**src/rtl/mips_pkg.sv**
```systemverilog
// Shared MIPS core definitions: program-counter source encoding and default address width.
package mips_pkg;

  localparam int ADDR_W_DEFAULT = 32;

  // Code 3'd7 is reserved and treated as sequential by consumers.
  typedef enum logic [2:0] {
    PC_SEQ  = 3'd0,
    PC_BR   = 3'd1,
    PC_J    = 3'd2,
    PC_JR   = 3'd3,
    PC_BN   = 3'd4,
    PC_CALL = 3'd5,
    PC_RET  = 3'd6
  } pc_sel_t;

endpackage

```
**src/rtl/return_addr_stack.sv**
```systemverilog
// Circular return-address stack; on overflow the oldest entry is overwritten.
module return_addr_stack #(
  parameter int ADDR_W    = 32,
  parameter int RAS_DEPTH = 4
) (
  input  logic              clk,
  input  logic              rst,
  input  logic              en,
  input  logic              push,
  input  logic              pop,
  input  logic [ADDR_W-1:0] din,
  output logic [ADDR_W-1:0] top,
  output logic              empty,
  output logic              full,
  output logic              ovf,
  output logic              unf
);

  localparam int PTR_W = $clog2(RAS_DEPTH);
  localparam int CNT_W = PTR_W + 1;
  localparam logic [CNT_W-1:0] FULL_CNT = CNT_W'(RAS_DEPTH);

  logic [ADDR_W-1:0] mem_r [RAS_DEPTH];
  // ptr_r is the next write slot; when full it also addresses the oldest entry.
  logic [PTR_W-1:0]  ptr_r;
  logic [PTR_W-1:0]  top_idx_s;
  logic [CNT_W-1:0]  cnt_r;
  logic              empty_s;
  logic              full_s;
  logic              ovf_r;
  logic              unf_r;

  assign top_idx_s = ptr_r - PTR_W'(1'b1);
  assign empty_s   = (cnt_r == {CNT_W{1'b0}});
  assign full_s    = (cnt_r == FULL_CNT);

  assign top   = mem_r[top_idx_s];
  assign empty = empty_s;
  assign full  = full_s;
  assign ovf   = ovf_r;
  assign unf   = unf_r;

  // Entry storage: contents are don't-care after reset.
  always_ff @(posedge clk) begin
    if (en && push) begin
      mem_r[ptr_r] <= din;
    end
  end

  // Pointer, occupancy count and sticky error flags.
  always_ff @(posedge clk or posedge rst) begin
    if (rst) begin
      ptr_r <= {PTR_W{1'b0}};
      cnt_r <= {CNT_W{1'b0}};
      ovf_r <= 1'b0;
      unf_r <= 1'b0;
    end else if (en) begin
      if (push) begin
        ptr_r <= ptr_r + PTR_W'(1'b1);
        if (full_s) begin
          ovf_r <= 1'b1;
        end else begin
          cnt_r <= cnt_r + CNT_W'(1'b1);
        end
      end else if (pop) begin
        if (empty_s) begin
          unf_r <= 1'b1;
        end else begin
          ptr_r <= top_idx_s;
          cnt_r <= cnt_r - CNT_W'(1'b1);
        end
      end
    end
  end

endmodule

```
**src/rtl/next_pc_unit.sv**
```systemverilog
// Program-counter unit: next-PC source mux, branch decode, stallable PC register
// and return-address stack for calls and returns.
module next_pc_unit
  import mips_pkg::*;
#(
  parameter int          ADDR_W    = ADDR_W_DEFAULT,
  parameter int          RAS_DEPTH = 4,
  parameter logic [31:0] RESET_PC  = 32'd0
) (
  input  logic              clk,
  input  logic              rst,
  input  logic              stall,
  input  logic [2:0]        pc_sel,
  input  logic              beq,
  input  logic              bne,
  input  logic              zero,
  input  logic              negative,
  input  logic [ADDR_W-1:0] Qs,
  input  logic [25:0]       ins_addr,
  input  logic [15:0]       ins_imm,
  output logic [ADDR_W-1:0] pc,
  output logic [ADDR_W-1:0] next_pc,
  output logic              taken,
  output logic              ras_empty,
  output logic              ras_full,
  output logic              ras_ovf,
  output logic              ras_unf
);

  logic [ADDR_W-1:0] pc_r;
  logic [ADDR_W-1:0] seq_s;
  logic [ADDR_W-1:0] imm_tgt_s;
  logic [ADDR_W-1:0] j_tgt_s;
  logic [ADDR_W-1:0] ras_top_s;
  logic [ADDR_W-1:0] next_pc_s;
  logic              taken_s;
  logic              br_cond_s;
  logic              push_s;
  logic              pop_s;
  logic              ras_empty_s;
  pc_sel_t           sel_s;

  assign sel_s     = pc_sel_t'(pc_sel);
  assign seq_s     = pc_r + ADDR_W'(1'b1);
  assign imm_tgt_s = ADDR_W'(ins_imm);
  // Zero-extends for wide PCs, truncates the jump field when ADDR_W < 26.
  assign j_tgt_s   = ADDR_W'(ins_addr);
  assign br_cond_s = beq ? zero : (bne & ~zero);

  // Source select; an empty-stack return falls back to the register target.
  always_comb begin
    next_pc_s = seq_s;
    taken_s   = 1'b0;
    push_s    = 1'b0;
    pop_s     = 1'b0;
    case (sel_s)
      PC_SEQ: begin
        next_pc_s = seq_s;
        taken_s   = 1'b0;
      end
      PC_BR: begin
        if (br_cond_s) begin
          next_pc_s = imm_tgt_s;
          taken_s   = 1'b1;
        end else begin
          next_pc_s = seq_s;
          taken_s   = 1'b0;
        end
      end
      PC_J: begin
        next_pc_s = j_tgt_s;
        taken_s   = 1'b1;
      end
      PC_JR: begin
        next_pc_s = Qs;
        taken_s   = 1'b1;
      end
      PC_BN: begin
        if (negative) begin
          next_pc_s = imm_tgt_s;
          taken_s   = 1'b1;
        end else begin
          next_pc_s = seq_s;
          taken_s   = 1'b0;
        end
      end
      PC_CALL: begin
        next_pc_s = j_tgt_s;
        taken_s   = 1'b1;
        push_s    = 1'b1;
      end
      PC_RET: begin
        pop_s   = 1'b1;
        taken_s = 1'b1;
        if (ras_empty_s) begin
          next_pc_s = Qs;
        end else begin
          next_pc_s = ras_top_s;
        end
      end
      default: begin
        next_pc_s = seq_s;
        taken_s   = 1'b0;
      end
    endcase
  end

  // PC register; holds while stalled.
  always_ff @(posedge clk or posedge rst) begin
    if (rst) begin
      pc_r <= ADDR_W'(RESET_PC);
    end else if (!stall) begin
      pc_r <= next_pc_s;
    end
  end

  return_addr_stack #(
    .ADDR_W   (ADDR_W),
    .RAS_DEPTH(RAS_DEPTH)
  ) u_ras (
    .clk  (clk),
    .rst  (rst),
    .en   (~stall),
    .push (push_s),
    .pop  (pop_s),
    .din  (seq_s),
    .top  (ras_top_s),
    .empty(ras_empty_s),
    .full (ras_full),
    .ovf  (ras_ovf),
    .unf  (ras_unf)
  );

  assign pc        = pc_r;
  assign next_pc   = next_pc_s;
  assign taken     = taken_s;
  assign ras_empty = ras_empty_s;

endmodule

```
**config.mk**
```make
export PLATFORM = sky130hd
export DESIGN_NAME = next_pc_unit
export DESIGN_NICKNAME = d
export VERILOG_FILES = /design/src/rtl/mips_pkg.sv /design/src/rtl/return_addr_stack.sv /design/src/rtl/next_pc_unit.sv
export SDC_FILE = /design/constraint.sdc
export NUM_CORES = 1
export LEC_CHECK = 0
export BUFFER_PORTS_ARGS = -buffer_cell sky130_fd_sc_hd__buf_2
export CAP_MARGIN = 25
export CORE_MARGIN = 10
export CORE_UTILIZATION = 51
export CTS_BUF_LIST = sky130_fd_sc_hd__clkbuf_4 sky130_fd_sc_hd__clkbuf_8 sky130_fd_sc_hd__clkbuf_16
export DETAILED_ROUTE_END_ITERATION = 8
export GPL_TIMING_DRIVEN = 0
export PLACE_DENSITY = 0.83
export SLEW_MARGIN = 20
export SYNTH_ARGS = -nofsm -noshare
export SYNTH_HDL_FRONTEND = slang
export SYNTH_SLANG_ARGS = --single-unit
export TNS_END_PERCENT = 1
```
**constraint.sdc**
```tcl
create_clock -name clk -period 3.4 [get_ports clk]
set_input_delay 0.34 -clock clk [delete_from_list [all_inputs] [get_ports clk]]
set_output_delay 0.34 -clock clk [all_outputs]
set_load 0.01 [all_outputs]
```
==> results.yml <==
power:
  power.density_nw_per_um2: 708
  p_leak_nw: 4.19
  irDropWorstVdd_mv: 0.495
  power.total_mw: 7.57
worst_setup_path:
  cpPeakStageDelay_ns: 0.52
  cp_slowest_cell: "dfrtp_1"
  cp-end-kind: "output pin"
  cp_num_buf_inv: 1
  required_ns: 3.06
  worst-setup-path-type: "flip-flop to output pin"
  worstPathArrival_ns: 2.98
  critPathLaunchType: "flip-flop"
  crit_fanout: 8
  cp_top_family: "simple AND/OR/NAND/NOR gates"
  worstPathCellList: "ha_1, nand3_2, nor2_2, nand4_1, xnor2_1, a21bo_2, buf_2"
place:
  dp_worst_setup_slack_ns: -0.887
  numPortBuffers: 151
  post-place-cells: 1030
  hpwl_um: 19500
  place.gp.congestion: 0.933
  dpl_cell_area_um2: 9810
timing:
  worstMarginPinSlew_ns: 1.15
  fin_worst_skew_ns: 0.00753
  fin_crit_sh_pct: 97.6
  max_freq_mhz: 301
  hold_ws_ns: 0.239
  setup_viol: 0
  grt_setup_unrepaired: "yes"
  fin_ws_ns: 0.0830
  hold_viol: 0
  period_needed_ns: 3.32
  finalSetupTns_ns: 0
  report.final.slew_viol_count: 0
  relSlewSlack_pct: 23.6
global_routing:
  grt_pass1_wl_um: 40900
  grt-ovfl-total: 0
  antenna_found_initial: 0
  grt_usage_pct: 23.8
  grt_pass1_vias: 6942
  grt_max_degree: 33
route:
  viasPerCell: 6.52
  drt-initial-drc-count: 964
  wl_um: 27200
  drt_pre_antenna_iters: 5
  drc_errors: 0
  antenna_left: 0
  vias: 6949
  wl_per_cell_um: 25.5
yosys:
  synth_edf_count: 128
  syn_area_per_cell_um2: 13.2
  synthCells: 654
  synth_simple_gate_area_share_pct: 9.27
  synth-compound-area-share_pct: 14.8
  muxShareOfSynthArea_pct: 12.3
  yosysWarnings: 0
  yosysUniqueCellTypes: 65
  synth_nets: 744
  synth_top_family_by_area: "compound AO/OA/AOI/OAI gates"
  synthXorXnorAreaFrac_pct: 3.34
  ys.flop_type: "edfxtp_1"
  netlist_area_um2: 8660
  synth_fa_ha_area_share_pct: 0.953
  synth-async-reset-ratio_pct: 23.4
  synth-seq-cells: 167
  ys_seq_area_share_pct: 55.6
flow_run:
  drv_cap: 0
clock_tree:
  clock-sinks: 167
  cts_tree: "done"
  cts-root-buf: "clkbuf_16"
  clk_pin_slew_ns: 0.06
  cts_buffer_depth: 2
  cts_buffers: 17
  clkLatencyLatePin_ns: 0.43
  htree_levels: 4
final_layout:
  diodes: 0
  drive_above_1_share_pct: 37.1
  finalNetCount: 923
  final_util_pct: 64.2
  stdcell_area_um2: 10700
  fin_cells: 1066
  syn2layout_area_growth_pct: 23.4
  fillerInstances: 1212
die:
  die_area_um2: 22600
  core_um2: 16600
  ios: 153
  die_h_um: 150
  start_util_pct: 52.0
  rows: 47
  fp.dieW_um: 150
min_path:
  worstHoldPathType: "input pin to flip-flop"
status:
  status: "complete, no violations"
## kinds of logic (layout without fill, tap and decap cells)
group / Yosys count / after routing
buffers and inverters: 73 / 265
adders and majority gates: 6 / 6
muxes: 65 / 65
and+or+nand+nor: 146 / 146
DFF: 167 / 167
xor gates and xnor gates: 33 / 33
AOI/OAI and AO/OA: 164 / 164
## flip-flops by register name, summed over array words and instances (netlist names)
name	flops
pc	32
u_ras.cnt_r	3
u_ras.mem_r	128
u_ras.ovf	1
u_ras.ptr_r	2
u_ras.unf	1
## repair_timing
action | 4_1_cts | 5_1_grt
buffers inserted | 1 | 3
hold buffers | 1 | 0
cloned | 0 | 0
hold endpoints to repair | 7 | 0
pin swaps | 2 | 4
resized for setup | 26 | 18
endpoints found under the setup margin | 63 | 29
## layout make-up
class	instances	area [µm²]	share of cell area, %
flip-flops and latches	167	4820	45.1
multi-input cells	414	3690	34.5
repair buffers	161	923	8.64
clock buffers	20	460	4.31
well taps	220	275	2.58
plain buffers	43	255	2.39
clock inverters	12	149	1.39
inverters	29	110	1.03
## report_power, final
| part | internal, mW | switching [mW] | leakage [nW] | total, mW |
|---|---|---|---|---|
| registers | 2.55 | 0.249 | 1.64 | 2.80 |
| logic | 1.27 | 1.51 | 2.24 | 2.77 |
| clock network | 1.20 | 0.792 | 0.305 | 1.99 |
## layer usage
metal / GRT usage (%) / part of all wire, % / vias up
met5: 0 / 0 / -
met4: 9.14 / 3.6 / 0
met3: 7.17 / 12 / 70
met2: 37.3 / 47 / 500
met1: 30.5 / 38 / 3410
li1: - / - / 2969
## cell usage after synthesis (5+ instances only)
cell	number	share of area, %
o21ai_0	16	0.92
xnor2_1	21	2.1
mux2i_1	19	2.2
mux2_2	14	1.8
buf_2	15	0.87
dfrtp_1	39	11
xor2_1	12	1.2
o31a_1	8	0.81
clkbuf_1	23	1.0
nand2_1	32	1.4
nand4_1	16	1.2
a311oi_1	5	0.51
o2bb2ai_1	7	0.71
and3_1	11	0.79
o22ai_1	9	0.65
a22oi_1	8	0.69
a21bo_2	15	1.7
nor3_1	6	0.35
inv_1	27	1.2
a21oi_1	26	1.5
a221oi_1	19	1.9
o221ai_1	5	0.51
mux4_2	32	8.3
edfxtp_1	128	44
nor2_1	31	1.3
ha_1	5	0.72
nand3_1	18	1.0
and3b_1	6	0.61
o211ai_1	6	0.52
a221o_1	19	2.2
## cell usage in the layout, fill, tap and decap left out, types with 16 or more instances in the layout
master       n
nand4_1     16
a21oi_1     26
xnor2_1     19
clkbuf_16   17
dfrtp_1     39
a221o_1     19
nand3_1     16
o21ai_0     16
mux2i_1     19
edfxtp_1   128
buf_2      165
nor2_1      28
nand2_1     32
inv_1       25
clkbuf_1    19
mux4_2      32
## worst reg2reg max path, stage by stage, from the launching register on
cell and delay (ns):
dfrtp_1 0.36, buf_6 0.17, buf_12 0.17, buf_12 0.17
inv_2 0.06, ha_4 0.32, buf_12 0.13, mux4_2 0.29
a32o_1 0.23, a31o_1 0.18, a211o_1 0.24, mux2_2 0.27
## final timing paths
kind / cells past startpoint / startpoint / to / slack, ns
worst max-delay path: 7 / pc[0] / next_pc[22] / 0.08
worst min-delay path: 3 / ins_imm[13] / pc[13] / 0.24
worst max register to register: 11 / u_ras.ptr_r[0] / pc[0] / 0.69
worst min register to register: 1 / u_ras.ovf / u_ras.ovf / 0.47
max in group asynchronous: 4 / rst / pc[29] / 2.55
min in group asynchronous: 3 / rst / pc[6] / 0.39
Note: power is estimated with default switching activity, not from simulation.
